`config.mk`:
```
export PLATFORM = sky130hd
export DESIGN_NAME = id_ex_stage
export DESIGN_NICKNAME = d
export VERILOG_FILES = /design/src/rtl/id_ex_stage.sv
export SDC_FILE = /design/constraint.sdc
export NUM_CORES = 1
export LEC_CHECK = 0
export CAP_MARGIN = 0
export CELL_PAD_IN_SITES_DETAIL_PLACEMENT = 1
export CELL_PAD_IN_SITES_GLOBAL_PLACEMENT = 1
export CORE_AREA = 2 2 245 247
export DETAILED_ROUTE_END_ITERATION = 8
export DIE_AREA = 0 0 247 249
export PLACE_DENSITY_LB_ADDON = 0.12
export SYNTH_ARGS = -nofsm -noshare
export SYNTH_HDL_FRONTEND = slang
export SYNTH_SLANG_ARGS = --single-unit
```
`constraint.sdc`:
```
create_clock -name clk -period 4.81 [get_ports clk]
set_input_delay 0.962 -clock clk [delete_from_list [all_inputs] [get_ports clk]]
set_output_delay 0.962 -clock clk [all_outputs]
set_load 0.1 [all_outputs]
```
`src/rtl/id_ex_stage.sv`:
```
// Decode stage and ID/EX pipeline register for the RV64I core.
// Decodes the ID instruction, applies write-back bypass to the register-file
// read data, detects load-use hazards and registers everything into EX.
module id_ex_stage #(
  parameter int XLEN  = 64,
  parameter int CNT_W = 32
) (
  input  logic             clk,
  input  logic             reset,
  input  logic             valid_id,
  input  logic [31:0]      instr_id,
  input  logic [XLEN-1:0]  pc_id,
  input  logic             flush,
  input  logic [XLEN-1:0]  ReadData1,
  input  logic [XLEN-1:0]  ReadData2,
  input  logic             wb_reg_write,
  input  logic [4:0]       wb_rd,
  input  logic [XLEN-1:0]  wb_data,
  output logic [4:0]       RS1,
  output logic [4:0]       RS2,
  output logic             stall,
  output logic             valid_ex,
  output logic             reg_write_ex,
  output logic             mem_read_ex,
  output logic             mem_write_ex,
  output logic             branch_ex,
  output logic             alu_src_ex,
  output logic             mem_to_reg_ex,
  output logic [1:0]       alu_op_ex,
  output logic [2:0]       funct3_ex,
  output logic             funct7b5_ex,
  output logic [4:0]       rs1_ex,
  output logic [4:0]       rs2_ex,
  output logic [4:0]       rd_ex,
  output logic [XLEN-1:0]  pc_ex,
  output logic [XLEN-1:0]  rs1_data_ex,
  output logic [XLEN-1:0]  rs2_data_ex,
  output logic [XLEN-1:0]  imm_ex,
  output logic             illegal_ex,
  output logic [CNT_W-1:0] stall_count
);

  localparam logic [6:0] OP_R      = 7'b0110011;
  localparam logic [6:0] OP_I_ALU  = 7'b0010011;
  localparam logic [6:0] OP_LOAD   = 7'b0000011;
  localparam logic [6:0] OP_STORE  = 7'b0100011;
  localparam logic [6:0] OP_BRANCH = 7'b1100011;

  typedef struct packed {
    logic       reg_write;
    logic       mem_read;
    logic       mem_write;
    logic       branch;
    logic       alu_src;
    logic       mem_to_reg;
    logic       illegal;
    logic [1:0] alu_op;
    logic       use_rs1;
    logic       use_rs2;
  } ctrl_t;

  ctrl_t           dec;
  logic [XLEN-1:0] imm;
  logic [XLEN-1:0] rs1_val;
  logic [XLEN-1:0] rs2_val;
  logic            capture;

  assign RS1 = instr_id[19:15];
  assign RS2 = instr_id[24:20];

  // Opcode decode: control bits, source usage and sign-extended immediate.
  always_comb begin
    // NOTE: every output of this block gets a default first, so no path
    // through the case can leave a value unassigned and infer a latch.
    dec = '0;
    imm = '0;
    unique case (instr_id[6:0])
      OP_R: begin
        dec.reg_write = 1'b1;
        dec.alu_op    = 2'b10;
        dec.use_rs1   = 1'b1;
        dec.use_rs2   = 1'b1;
      end
      OP_I_ALU: begin
        dec.reg_write = 1'b1;
        dec.alu_src   = 1'b1;
        dec.alu_op    = 2'b11;
        dec.use_rs1   = 1'b1;
        imm = {{(XLEN-12){instr_id[31]}}, instr_id[31:20]};
      end
      OP_LOAD: begin
        dec.reg_write  = 1'b1;
        dec.mem_read   = 1'b1;
        dec.mem_to_reg = 1'b1;
        dec.alu_src    = 1'b1;
        dec.use_rs1    = 1'b1;
        imm = {{(XLEN-12){instr_id[31]}}, instr_id[31:20]};
      end
      OP_STORE: begin
        dec.mem_write = 1'b1;
        dec.alu_src   = 1'b1;
        dec.use_rs1   = 1'b1;
        dec.use_rs2   = 1'b1;
        imm = {{(XLEN-12){instr_id[31]}}, instr_id[31:25], instr_id[11:7]};
      end
      OP_BRANCH: begin
        dec.branch  = 1'b1;
        dec.alu_op  = 2'b01;
        dec.use_rs1 = 1'b1;
        dec.use_rs2 = 1'b1;
        imm = {{(XLEN-13){instr_id[31]}}, instr_id[31], instr_id[7],
               instr_id[30:25], instr_id[11:8], 1'b0};
      end
      default: dec.illegal = 1'b1;
    endcase
  end

  // Operand select: x0 is hard zero, then the same-cycle WB write wins over
  // the register file, which would otherwise return the stale value.
  always_comb begin
    rs1_val = ReadData1;
    rs2_val = ReadData2;
    if (RS1 == 5'd0)
      rs1_val = '0;
    else if (wb_reg_write && (wb_rd == RS1))
      rs1_val = wb_data;
    if (RS2 == 5'd0)
      rs2_val = '0;
    else if (wb_reg_write && (wb_rd == RS2))
      rs2_val = wb_data;
  end

  // Load-use hazard: the load in EX has no data yet for a dependent ID
  // instruction. A flush kills the ID instruction, so it never stalls.
  always_comb begin
    stall = valid_ex && mem_read_ex && (rd_ex != 5'd0) &&
            (((rd_ex == RS1) && dec.use_rs1) || ((rd_ex == RS2) && dec.use_rs2)) &&
            valid_id && !flush;
  end

  assign capture = valid_id && !flush && !stall;

  // ID/EX register: capture the decoded instruction or load a bubble.
  always_ff @(posedge clk) begin
    // NOTE: sequential state uses non-blocking assignments so every flop
    // samples pre-edge values regardless of statement order.
    if (reset || !capture) begin
      valid_ex      <= 1'b0;
      reg_write_ex  <= 1'b0;
      mem_read_ex   <= 1'b0;
      mem_write_ex  <= 1'b0;
      branch_ex     <= 1'b0;
      alu_src_ex    <= 1'b0;
      mem_to_reg_ex <= 1'b0;
      alu_op_ex     <= 2'b00;
      funct3_ex     <= 3'b000;
      funct7b5_ex   <= 1'b0;
      rs1_ex        <= 5'd0;
      rs2_ex        <= 5'd0;
      rd_ex         <= 5'd0;
      pc_ex         <= '0;
      rs1_data_ex   <= '0;
      rs2_data_ex   <= '0;
      imm_ex        <= '0;
      illegal_ex    <= 1'b0;
    end else begin
      valid_ex      <= 1'b1;
      reg_write_ex  <= dec.reg_write;
      mem_read_ex   <= dec.mem_read;
      mem_write_ex  <= dec.mem_write;
      branch_ex     <= dec.branch;
      alu_src_ex    <= dec.alu_src;
      mem_to_reg_ex <= dec.mem_to_reg;
      alu_op_ex     <= dec.alu_op;
      funct3_ex     <= instr_id[14:12];
      funct7b5_ex   <= instr_id[30];
      rs1_ex        <= RS1;
      rs2_ex        <= RS2;
      rd_ex         <= instr_id[11:7];
      pc_ex         <= pc_id;
      rs1_data_ex   <= rs1_val;
      rs2_data_ex   <= rs2_val;
      imm_ex        <= imm;
      illegal_ex    <= dec.illegal;
    end
  end

  // Saturating stall-cycle counter, cleared only by reset.
  always_ff @(posedge clk) begin
    if (reset)
      stall_count <= '0;
    else if (stall && (stall_count != {CNT_W{1'b1}}))
      stall_count <= stall_count + CNT_W'(1);
  end

endmodule

```
Yosys cells after proc, flatten, opt, wreduce, memory -nomap -nowiden
Cells that the tools add are included.

Shift operators: 0. Equality and inequality tests: 10. $lt $le $gt $ge: 0. Add/sub/neg operators: 1. Bitwise gates (word level): 0. Divide/modulo/power cells: 0. Multiplexer cells: 13. Reduce and logical (&&, ||, !) cells: 27. Multipliers: 0.

Operator list (number): one-hot mux 64 bit (3 select lines) (1); two-way mux 64 bit (2); adder 32 x 1 -> 32 bit, second input constant (1); inequality test 32 bit, second input constant (1); equality test 5 bit (4); equality test 7 x 6 -> 1 bit, second input constant (2); logical AND 1 bit (12); logical NOT 5 bit (2); two-way mux 1 bit (9); OR reduction 3 bit (3); equality test 7 x 2 -> 1 bit, second input constant (1); equality test 7 x 5 -> 1 bit, second input constant (1); equality test 7 bit, second input constant (1); one-hot mux 2 bit (3 select lines) (1); OR reduction 2 bit (3); nonzero test 5 bit (1); OR reduction 5 bit (1); logical NOT 1 bit (3); logical OR 1 bit (2).

ROM bits: 0. Input port bits: 298. Register bits after elaboration: 316. Memories: 0. Bits in latches: 0. Logic and storage cells: 69. RAM bits: 0.

Depth between registers and ports, before layout
Gate-level depths: netlist of the first run.

Depth in word-level cells: 13. Gate-level depth with buffers: 8.

Worst setup path after synthesis of the first run
No wires, ideal clock.

Kind: reg2out. From: reg rd_ex[0]. To: out stall. Path buffers: 0. Arrival time: 2.438 ns. Stages on the path, launching flop included: 5. Required time: 3.848 ns. Setup slack: 1.410 ns. Path through: dfxtp_1 -> xnor2_1 -> nand4_1 -> a211oi_4 -> o21a_1.

Word-level cells in the longest chain between the ends: 6. Elaborated cells on any way between the ends: 10.

RTL lines: start, declared (line 34) `output logic [4:0] rd_ex,`; start signal, assigned (line 179) `rd_ex <= instr_id[11:7];`; equality test 5 bit (line 137) `(((rd_ex == RS1) && dec.use_rs1) || ((rd_ex == RS2) && dec.use_rs2)) &&`; logical AND 1 bit (line 137); logical OR 1 bit (line 137); logical AND 1 bit (*) (line 136) `stall = valid_ex && mem_read_ex && (rd_ex != 5'd0) &&`; logical AND 1 bit (*) (line 137); logical AND 1 bit (*) (line 138) `valid_id && !flush;`; end, declared (line 21) `output logic stall,`.

Every way passes the cells marked *; elsewhere a longest branch is shown, timed or not.

Worst setup path after layout of the first run
From: in instr_id[22]. To: out stall.

Word-level cells in the longest chain between the ends: 6.

RTL lines: start, declared (line 11) `input logic [31:0] instr_id,`; equality test 5 bit (line 137); logical AND 1 bit (line 137); logical OR 1 bit (line 137); logical AND 1 bit (line 136); logical AND 1 bit (line 137); logical AND 1 bit (line 138).

Every way passes these cells.

==> results of run 1 <==
flip-flops by register name, summed over array words and instances, names as in the netlist:
signal / flops
mem_to_reg_ex: 1
reg_write_ex: 1
alu_src_ex: 1
rd_ex: 5
rs1_data_ex: 64
branch_ex: 1
alu_op_ex: 2
mem_write_ex: 1
rs2_ex: 5
pc_ex: 64
funct7b5_ex: 1
valid_ex: 1
rs2_data_ex: 64
rs1_ex: 5
funct3_ex: 3
stall_count: 32
imm_ex: 13
illegal_ex: 1
Yosys cell counts (all sizes together), types with 4 or more instances:
master  count  share of area
a21oi     155          0.079
a22oi       4         0.0031
and3       90          0.057
buf        65          0.050
clkbuf     65          0.025
dfxtp     265           0.54
nand2     274           0.10
nand3      13         0.0066
nand4      21          0.016
nor2       23         0.0088
nor2b       7         0.0045
nor3        7         0.0052
nor4        4         0.0041
o211a       7         0.0071
o211ai      4         0.0060
o21ai      24          0.012
or3        21          0.013
or4         7         0.0053
xnor2      10         0.0089
xor2       11         0.0098
worst max path at each step:
stage,end,slack [ns]
floorplan,stall,1.41
global placement,rs2_ex[4],0.84
detailed placement,rs2_ex[4],0.82
CTS,stall,0.92
global route,stall,0.82
finish,stall,0.98
critical path: stages:
cell and delay (ns):
clkdlybuf4s50_1 0.73, xnor2_1 0.17, nand2_1 0.11, a211oi_4 0.40
o21a_1 0.29, buf_12 0.20
kinds of logic (layout without fill, tap and decap cells):
group | Yosys count | count (layout) | synth area share
AOI/OAI and AO/OA | 207 | 207 | 0.119
xor gates and xnor gates | 21 | 21 | 0.0187
adders and majority gates | 1 | 1 | 0.00127
buffers and inverters | 134 | 708 | 0.0773
DFF | 265 | 265 | 0.540
muxes | 3 | 3 | 0.00344
other | 0 | 6 | 0
and+or+nand+nor | 481 | 481 | 0.241
where the power goes:
part | switching [mW] | total [mW] | internal [mW] | leakage, nW
registers | 0.0152 | 2.26 | 2.25 | 2.15
logic | 0.597 | 0.944 | 0.346 | 4.18
clock network | 1.08 | 2.82 | 1.74 | 0.605
metal layers:
metal	global-route usage	routed length, microns	up-vias
li1	-	-	4817
met1	0.175	19500	4829
met2	0.300	27000	374
met3	0.0555	4110	85
met4	0.0592	1480	12
met5	0	75	-
layout make-up:
| cell class | instances | area [sq um] |
|---|---|---|
| Fill cell | 6784 | 40900 |
| Timing Repair Buffer | 642 | 6420 |
| Sequential cell | 265 | 5310 |
| Multi-Input combinational cell | 713 | 3810 |
| Clock buffer | 56 | 1110 |
| Tap cell | 773 | 967 |
| Clock inverter | 8 | 129 |
| Antenna cell | 6 | 15.0 |
| Inverter | 2 | 7.51 |
==> results.cfg, run 1 <==
[global_route]
overflow = 0
grt_pass1_vias = 10700
antenna_found_initial = 11
grt_max_degree = 70
grt_usage = 0.165
grt_pass1_wl_microns = 74700

[placed_design]
pre_cts_slack_ns = 0.822
place_inst = 2395
numPortBuffers = 625
dp_hpwl_microns = 38800
gp_congestion = 0.806
place_area_sq_um = 16500

[worst_setup_path]
rr_startpoint = stall_count[4]
startpoint = instr_id[22]
criticalPathCategory = in2out
r2r-end = stall_count[15]
crit_required_ns = 3.85
critical_path_arrival_ns = 2.87
endpoint_kind = primary output
regToRegSetupSlack_ns = 2.24
cp_max_fo = 6
cp-start-kind = input pin
reg2reg_depth = 6

[clock_network]
cts_made_buffers = 36
cts_setup_buffers = 0
h-tree-depth = 2
hold_buffers = 0
cts-root-buf = clkbuf_16
clk_latency_ns = 0.55
cts_buffer_depth = 3
post_cts_resized = 0
clk_pin_slew_worst_paths_ns = 0.06
cts.sinks = 265
tritoncts = yes

[status]
status = complete, no violations

[power_and_ir_drop]
totalPowerFinal_mw = 6.02
powerDensity_nw_per_um2 = 339
leakage_nw = 6.94
vdd_drop_max_mv = 0.220

[synthesis]
synth-edff-count = 0
synth_fp_nets = 1411
synth-seq-cells = 265
synth_area_sq_um = 9830
yosys_warnings = 0
synth-async-reset-ratio = 0
postSynthCellCount = 1112
yosysUniqueCellTypes = 55
avgSynthCellArea_sq_um = 8.84
seq_area_frac_synth = 0.540
ys.flop_type = dfxtp_1

[layout]
layout_common_cells = clkdlybuf4s50_1, nand2_1, dfxtp_1
nets = 1959
finalNonFillerCells = 2465
area_growth_syn_to_layout_pct = 80.7
final_common_cell = clkdlybuf4s50_1
drive_gt1_frac = 0.0647
design_area_sq_um = 17800
fin_util = 0.303

[floorplan]
die_area_sq_um = 61500
rows = 89
die_width_microns = 247
io-pin-count = 626
start_util = 0.168
core_area_sq_um = 58700
die_y_microns = 249

[routing]
num_vias = 10100
dr.first_iter.drc_count = 315
routed_wl_microns = 52100
via_per_inst = 4.10
ant_nets = 0
wl_per_cell_microns = 21.2
route.detailed.drc = 0
drtPass1Iterations = 4

[flow_run]
drv_cap = 0

[worst_hold_path]
hold_start = stall_count[20]
min_path_cells = 2
hold_class = reg2reg
min_to = stall_count[20]

[timing]
hold_violations = 0
whs_ns = 0.516
skew_ns = 0.0202
worst_pin_slew_ns = 1.13
report.final.slew_viol_count = 0
maxSlewHeadroom = 0.244
max_freq_ghz = 0.261
rsz0062_at_grt = no
setup_viol = 0
period_minus_slack_ns = 3.83
period_share = 0.797
setup_tns_ns = 0
fin_ws_ns = 0.976
Note: power is estimated with default switching activity, not from simulation.
==> run 2, diff against run 1 <==
--- a/config.mk
+++ b/config.mk
@@ -8,9 +8,9 @@
 export CAP_MARGIN = 0
 export CELL_PAD_IN_SITES_DETAIL_PLACEMENT = 1
 export CELL_PAD_IN_SITES_GLOBAL_PLACEMENT = 1
-export CORE_AREA = 2 2 245 247
+export CORE_AREA = 2 2 240 242
 export DETAILED_ROUTE_END_ITERATION = 8
-export DIE_AREA = 0 0 247 249
+export DIE_AREA = 0 0 242 244
 export PLACE_DENSITY_LB_ADDON = 0.12
 export SYNTH_ARGS = -nofsm -noshare
 export SYNTH_HDL_FRONTEND = slang
==> constraint.sdc (replaced) <==
create_clock -name clk -period 4 [get_ports clk]
set_input_delay 0.8 -clock clk [delete_from_list [all_inputs] [get_ports clk]]
set_output_delay 0.8 -clock clk [all_outputs]
set_load 0.1 [all_outputs]
==> results.cfg, run 2 (synthesis results as in run 1) <==
[status]
status = complete, no violations

[layout]
design_area_sq_um = 17700
layout_common_cells = clkdlybuf4s50_1, nand2_1, dfxtp_1
final_common_cell = clkdlybuf4s50_1
nets = 1971
top_regs = pc_ex x64, rs1_data_ex x64, rs2_data_ex x64
fin_util = 0.314
area_growth_syn_to_layout_pct = 79.6
fillerInstances = 6494
drive_gt1_frac = 0.0987

[timing]
skew_ns = 0.0225
setup_viol = 0
worst_pin_slew_ns = 1.15
fin_ws_ns = 0.553
period_minus_slack_ns = 3.45
max_freq_ghz = 0.290
period_share = 0.862
setup_tns_ns = 0
rsz0062_at_grt = no
hold_violations = 0
maxSlewHeadroom = 0.232
whs_ns = 0.522
report.final.slew_viol_count = 0

[worst_setup_path]
cp_max_fo = 4
crit_required_ns = 3.20
slowest_stage = clkdlybuf4s50_1
criticalPathCategory = in2out
endpoint_kind = primary output
critical_path_arrival_ns = 2.65
path_cells = clkdlybuf4s50_1 > xnor2_1 > nand3_1 > nor3_4 > o21a_1 > buf_12
cp-start-kind = input pin
cpPeakStageDelay_ns = 0.67

[clock_network]
cts_buffer_depth = 3
cts_setup_buffers = 0
cts.sinks = 265
h-tree-depth = 2
post_cts_resized = 0
cts_made_buffers = 36
cts-root-buf = clkbuf_16
tritoncts = yes
clk_pin_slew_worst_paths_ns = 0.05
clk_latency_ns = 0.54
hold_buffers = 0

[floorplan]
die_y_microns = 244
io-pin-count = 626
die_area_sq_um = 59000
rows = 87
die_width_microns = 242
core_area_sq_um = 56200
start_util = 0.175

[global_route]
antenna_found_initial = 10
grt_max_degree = 114
grt_pass1_vias = 10700
met2_usage = 0.304
grt_usage = 0.170
use_met3 = 0.0626
grt.busiest_layer = met2
use_met1 = 0.189
overflow = 0
grt_pass1_wl_microns = 74700

[placed_design]
place_area_sq_um = 16500
dp_hpwl_microns = 39300
numPortBuffers = 625
pre_cts_slack_ns = 0.488
gp_congestion = 0.797

[routing]
routed_wl_microns = 51900
num_vias = 10100
drtPass1Iterations = 4
route.detailed.drc = 0
dr.first_iter.drc_count = 344
ant_nets = 0
wl_per_cell_microns = 21.2
via_per_inst = 4.10

[power_and_ir_drop]
leakage_nw = 7.08
internal_power_mw = 5.08
comb_power_share = 0.161
seq_power_share = 0.384
vdd_drop_max_mv = 0.244
swShare = 0.282
p_clk_frac = 0.454
p_sw_mw = 2.00
powerDensity_nw_per_um2 = 401

[flow_run]
drv_cap = 0

[worst_hold_path]
hold_class = reg2reg
==> run 2: changes by cell type in the layout (fill, tap and decap cells not counted), sizes merged <==
cell	before	now
clkdlybuf4s50	611	561
clkbuf	56	51
clkinv	5	6
bufinv	3	2
clkinvlp	1	0
buf	31	93
==> run 2: area by class of cell <==
class | instances | area [sq um] | share of cell area
diodes | 6 | 15.0 | 0.000851
clock buffers | 51 | 1060 | 0.0600
clock inverters | 7 | 96.3 | 0.00546
inverters | 2 | 7.51 | 0.000425
multi-input cells | 713 | 3810 | 0.216
flip-flops and latches | 265 | 5310 | 0.301
well taps | 756 | 946 | 0.0536
repair buffers | 654 | 6410 | 0.363
==> run 2: stage by stage <==
stage / cells / power, mW
finish: 2454 / 7.08
global route: 2453 / 7.36
CTS: 2448 / 7.24
detailed placement: 2390 / 3.93
global placement: 2390 / 3.93
floorplan: 1112 / 3.40
==> run 2: power by group through the flow <==
stage / Combinational [mW] / Clock (mW) / Sequential (mW)
2_1_floorplan: 0.185 / 0 / 3.21
3_3_place_gp: 1.15 / 0 / 2.78
3_5_place_dp: 1.15 / 0 / 2.78
4_1_cts: 1.15 / 3.36 / 2.72
5_1_grt: 1.20 / 3.44 / 2.73
6_report: 1.14 / 3.22 / 2.72
==> run 2: routing by layer <==
metal / share of wire / up-vias / wire length, microns
met2: 0.51 / 378 / 26600
met4: 0.019 / 8 / 962
met5: 0.0011 / - / 57
li1: - / 4832 / -
met1: 0.39 / 4787 / 20100
met3: 0.080 / 57 / 4170
==> run 2: path summary, 6_finish.rpt <==
| check | startpoint | to | slack [ns] | cells past startpoint |
|---|---|---|---|---|
| setup / recovery | instr_id[19] | stall | 0.55 | 6 |
| hold / removal | stall_count[11] | stall_count[11] | 0.52 | 2 |
| setup reg to reg | stall_count[0] | stall_count[11] | 1.33 | 7 |
| hold reg to reg | stall_count[11] | stall_count[11] | 0.52 | 2 |
==> run 2: critical path: cells and delay by family <==
family	cells	cell delay, ns
compound gates	1	0.27
xor+xnor	1	0.17
buf+inv	2	0.87
simple gates	2	0.52
==> run 3, diff against run 2 <==
--- a/config.mk
+++ b/config.mk
@@ -5,7 +5,6 @@
 export SDC_FILE = /design/constraint.sdc
 export NUM_CORES = 1
 export LEC_CHECK = 0
-export CAP_MARGIN = 0
 export CELL_PAD_IN_SITES_DETAIL_PLACEMENT = 1
 export CELL_PAD_IN_SITES_GLOBAL_PLACEMENT = 1
 export CORE_AREA = 2 2 240 242
==> results of run 3 <==
Same layout as run 2: the final DEF is identical, and so are final timing and power.
